[config.mk]
export PLATFORM = sky130hd
export DESIGN_NAME = ffe_inst_sequencer
export DESIGN_NICKNAME = d
export VERILOG_FILES = /design/src/rtl/ffe_inst_sequencer.sv
export SDC_FILE = /design/constraint.sdc
export NUM_CORES = 1
export LEC_CHECK = 0
export BUFFER_PORTS_ARGS = -buffer_cell sky130_fd_sc_hd__buf_2
export CAP_MARGIN = 20
export CORE_MARGIN = 10
export CORE_UTILIZATION = 45
export CTS_CLUSTER_DIAMETER = 150
export DETAILED_ROUTE_END_ITERATION = 7
export PLACE_DENSITY = 0.79
export RECOVER_POWER = 100
export SETUP_SLACK_MARGIN = 0.3
export SLEW_MARGIN = 15
export SYNTH_ARGS = -nofsm -noshare
export SYNTH_HDL_FRONTEND = slang
export SYNTH_SLANG_ARGS = --single-unit
[constraint.sdc]
create_clock -name clk -period 5.9 [get_ports clk]
set_clock_uncertainty 0.1 [all_clocks]
set_input_delay 1.18 -clock clk [delete_from_list [all_inputs] [get_ports clk]]
set_output_delay 1.18 -clock clk [all_outputs]
set_load 0.02 [all_outputs]
[src/rtl/ffe_inst_sequencer.sv]
// FFE instruction sequencer: issues estimator instructions, waits for the
// estimator to settle, then captures the tap vector. Also supports periodic
// auto-snapshots that are deferred behind (and coalesce during) commands.
//
//   state  | meaning
//   -------+-----------------------------------------------------------
//   IDLE   | waiting for a command or a pending auto-snapshot
//   ISSUE  | exec_inst high, inst driven with the latched opcode
//   SETTLE | quiet period letting the estimator outputs settle
//   SNAP   | one cycle; ffe_est is registered into snap_taps
module ffe_inst_sequencer #(
  parameter int est_depth     = 10,
  parameter int ffe_bitwidth  = 10,
  parameter int settle_cycles = 4
) (
  input  logic                                    clk,
  input  logic                                    rst,
  input  logic                                    cmd_valid,
  output logic                                    cmd_ready,
  input  logic [2:0]                              cmd_op,
  input  logic [3:0]                              cmd_hold,
  input  logic [15:0]                             snap_period,
  output logic                                    exec_inst,
  output logic [2:0]                              inst,
  input  logic signed [est_depth*ffe_bitwidth-1:0] ffe_est,
  output logic signed [est_depth*ffe_bitwidth-1:0] snap_taps,
  output logic                                    snap_valid,
  input  logic                                    snap_ack,
  output logic                                    snap_overrun,
  output logic                                    busy
);

  localparam logic [1:0] IDLE   = 2'd0;
  localparam logic [1:0] ISSUE  = 2'd1;
  localparam logic [1:0] SETTLE = 2'd2;
  localparam logic [1:0] SNAP   = 2'd3;

  // A zero settle time still needs one SETTLE cycle to reach SNAP.
  localparam int         settle_eff  = (settle_cycles < 1) ? 1 : settle_cycles;
  localparam logic [15:0] settle_load = 16'(settle_eff - 1);

  logic [1:0]  state;
  logic [2:0]  op_q;
  logic [15:0] timer;
  logic [15:0] period_cnt;
  logic        auto_pending;

  logic        accept;
  logic        op_issues;
  logic        auto_fire;
  logic        period_hit;
  logic [15:0] hold_load;

  assign cmd_ready = (state == IDLE) && !rst;
  assign accept    = cmd_valid && cmd_ready;
  assign busy      = (state != IDLE);
  assign exec_inst = (state == ISSUE);
  // Only legal instruction opcodes ever reach ISSUE, so inst is never illegal.
  assign inst      = exec_inst ? op_q : 3'b000;

  // Decode the incoming command and the auto-snapshot trigger.
  always_comb begin
    op_issues  = (cmd_op == 3'b100) || (cmd_op == 3'b011) || (cmd_op == 3'b010);
    hold_load  = (cmd_hold < 4'd2) ? 16'd1 : ({12'd0, cmd_hold} - 16'd1);
    auto_fire  = (state == IDLE) && auto_pending && !accept;
    period_hit = (snap_period != 16'd0) && (period_cnt >= (snap_period - 16'd1));
  end

  // Main sequencing FSM with a shared down-counting phase timer.
  always_ff @(posedge clk) begin
    if (rst) begin
      state <= IDLE;
      op_q  <= 3'b000;
      timer <= 16'd0;
    end else begin
      case (state)
        IDLE: begin
          if (accept) begin
            op_q <= cmd_op;
            if (op_issues) begin
              state <= ISSUE;
              timer <= hold_load;
            end else begin
              state <= SETTLE;
              timer <= settle_load;
            end
          end else if (auto_pending) begin
            state <= SETTLE;
            timer <= settle_load;
          end
        end
        ISSUE: begin
          if (timer == 16'd0) begin
            state <= SETTLE;
            timer <= settle_load;
          end else begin
            timer <= timer - 16'd1;
          end
        end
        SETTLE: begin
          if (timer == 16'd0) state <= SNAP;
          else                timer <= timer - 16'd1;
        end
        default: state <= IDLE;
      endcase
    end
  end

  // Free-running snapshot period counter; a new expiry wins over serving.
  always_ff @(posedge clk) begin
    if (rst || (snap_period == 16'd0)) begin
      period_cnt   <= 16'd0;
      auto_pending <= 1'b0;
    end else begin
      period_cnt <= period_hit ? 16'd0 : (period_cnt + 16'd1);
      if (period_hit)     auto_pending <= 1'b1;
      else if (auto_fire) auto_pending <= 1'b0;
    end
  end

  // Tap capture and the sticky unread/overrun flags; a capture beats an ack.
  always_ff @(posedge clk) begin
    if (rst) begin
      snap_taps    <= '0;
      snap_valid   <= 1'b0;
      snap_overrun <= 1'b0;
    end else if (state == SNAP) begin
      snap_taps    <= ffe_est;
      snap_valid   <= 1'b1;
      snap_overrun <= snap_ack ? 1'b0 : (snap_overrun | snap_valid);
    end else if (snap_ack) begin
      snap_valid   <= 1'b0;
      snap_overrun <= 1'b0;
    end
  end

endmodule
==> flow_summary_export.csv <==
group,metric,value,unit
place,finalWeightedCongestion,0.841,
outcome,status,"complete, but fails checks",
routing,drcViolationCount,0,
die,die_w,139,um
grt,grt-ovfl-total,0,
layout,nets,1057,
synth,syn_nets,836,
synth,synth-simple-area-share,18.0,%
die,num_io_pins,235,
routing,drtIter0Drc,331,
clock_network,cts_tree,"yes",
timing,slew-limit-headroom,-96.9,%
timing,setup_slack,1.58,ns
synth,synth-xor-area-share,3.72,%
clock_network,cts_hold_buf,0,
timing,finalSetupViolations,0,
synth,ys_seq_elements,140,
grt,grt_pass1_vias,5605,
worst_setup_path,arrival,4.50,ns
die,die_h,139,um
hold_path,min_delay_path_depth,2,
synth,synth_compound_area_share,8.94,%
clock_network,cts_resized,0,
timing,rsz0062_at_grt,"no",
clock_network,clock-sinks,140,
synth,synth_cells,683,
synth,synth_mux_area_share,15.8,%
synth,syn_area,0.00635,mm2
layout,drive_gt1_share,18.1,%
layout,final_cell_mix,"dfxtp_1, buf_2, nor2_1",
layout,final-seq-area,0.00280,mm2
place,io_buffers,234,
worst_setup_path,startpoint_type,"flip-flop",
routing,first_pass_iters,5,
worst_setup_path,worstPathRequired,6.08,ns
timing,slew_viol_final,50,
grt,grt_pass1_wl,28.7,mm
synth,ys_types,57,
routing,routedWlPerCell,16.5,um
job,drv_cap,1,
die,initial_core_util,45.8,%
worst_setup_path,crit_fanout,55,
pwr,power.leakage,3.10,nW
pwr,power_density,386,mW/mm2
grt,grt.total_usage,18.0,%
worst_setup_path,end_kind,"flip-flop",
timing,clock.fmax,0.231,GHz
clock_network,path_clk_slew,0.06,ns
synth,seq_area_frac_synth,44.1,%
timing,tns,0,ns
synth,synth_edf_count,0,
layout,fillers,1313,
routing,wl,18.1,mm
routing,via_count,5694,
worst_setup_path,worstSetupPathType,"flip-flop to flip-flop",
place,place_inst,1065,
layout,stdcell_count,1097,
place,pre_cts_ws,1.73,ns
die,die_area,0.0193,mm2
synth,synthArstFlopShare,0,%
worst_setup_path,r2r.worst_path.cells,4,
synth,synth_top_family_by_area,"simple AND/OR/NAND/NOR gates",
clock_network,worstSkewPairLatency,0.41,ns
layout,multiInputGateArea,0.00326,mm2
grt,antenna_found_initial,1,
clock_network,cts-root-buf,"clkbuf_16",
synth,yosysWarnings,0,
timing,fin_crit,4.32,ns
outcome,failed_checks,"max-capacitance violations, max-slew violations",
synth,yosys_most_used_dff,"dfxtp_1",
grt,grt_max_degree,85,
timing,hold_viol,0,
clock_network,htreeDepth,4,
clock_network,post-cts-setup-buffer-count,0,
die,core_area,0.0139,mm2
timing,worstMarginPinSlew,2.95,ns
layout,syn_to_final_growth,26.3,%
routing,drtAntennaViolNets,0,
layout,final_common_cell,"dfxtp_1",
clock_network,clock_path_buffers,2,
hold_path,worst_hold_path_type,"flip-flop to flip-flop",
synth,synthAdderAreaFrac,5.12,%
pwr,peakVddDrop,0.222,mV
die,floorplan.rows,43,
place,place_hpwl,13.5,mm
timing,fin_crit_sh,73.2,%
clock_network,cts_buffers,17,
routing,via_per_inst,5.19,
synth,avgSynthCellArea,9.30,um2
[through the flow]
stage               power [W]  util [%]  cell area (um2)  hold slack [ns]
finish                0.00310      57.8             8020            0.349
global route          0.00329      57.8             8020            0.398
CTS                   0.00314      59.0             8180            0.351
detailed placement    0.00213      54.9             7620            0.343
global placement      0.00212      54.9             7620            0.342
floorplan             0.00189         -             6350            0.332
[critical path, cell delays in order (launching register included)]
cell and delay, ns:
dfxtp_1 0.43, ha_1 2.21, buf_4 1.00, mux2i_1 0.33
nor2_1 0.07
[synth_stat cells, types with 3 or more instances]
master,number,area (um2)
buf_2,7,35.0
a41oi_1,4,35.0
nor2_1,123,462
buf_1,6,22.5
nor3_1,26,130
nor3b_1,3,22.5
o32ai_1,8,70.1
nor2b_1,4,25.0
nand2_1,32,120
nor4_1,6,37.5
clkbuf_1,19,71.3
nand2b_1,7,43.8
a211oi_1,3,22.5
and2_1,5,31.3
a32oi_1,5,43.8
dfxtp_1,140,2800
xor2_1,10,87.6
inv_1,28,105
a31oi_1,4,25.0
a21o_1,3,22.5
mux2i_1,100,1000
a21oi_1,26,130
nand3_1,17,85.1
o21ai_0,6,30.0
nand4_1,5,31.3
and3_1,3,18.8
xnor2_1,17,149
ha_1,26,325
[metal layers]
metal	part of all wire, %	track usage (%)	vias to the layer above	wire length [um]
met2	52	31.9	172	9370
li1	-	-	2829	-
met5	0	0	-	0
met1	40	19.5	2662	7240
met4	2.0	5.99	0	361
met3	6.4	6.30	31	1160
[registers in the layout, indices dropped and copies added (netlist names)]
| signal | flops |
|---|---|
| snap_taps | 100 |
| period_cnt | 16 |
| timer | 16 |
| op_q | 3 |
| state | 2 |
| auto_pending | 1 |
| snap_overrun | 1 |
| snap_valid | 1 |
[final cells by class]
type / instances / area share (%)
diodes: 1 / 0.0312
clock buffers: 18 / 5.47
clock inverters: 13 / 1.48
inverters: 28 / 1.31
multi-input cells: 479 / 40.7
flip-flops and latches: 140 / 34.9
well taps: 180 / 2.81
repair buffers: 238 / 13.3
[cells by family (layout without fill, tap and decap cells)]
kind of cell,Yosys count,after routing
and+or+nand+nor,246,246
DFF,140,140
muxes,100,100
AOI/OAI and AO/OA,80,80
buffers and inverters,64,297
xor gates and xnor gates,27,27
adders and majority gates,26,26
other,0,1
[report_power, final]
part	total (W)	switching (W)	leakage, nW	internal (W)
logic	0.00102	0.000622	1.71	0.000396
registers	0.00109	0.0000575	1.13	0.00103
clock network	0.000995	0.000405	0.265	0.000589
[final timing paths]
check | from | endpoint | slack, ns
max | state[1] | snap_taps[68] | 1.58
min | op_q[0] | op_q[0] | 0.35
max reg2reg | state[1] | snap_taps[68] | 1.58
min reg2reg | op_q[0] | op_q[0] | 0.35
Power figures use the tool's default switching activity.
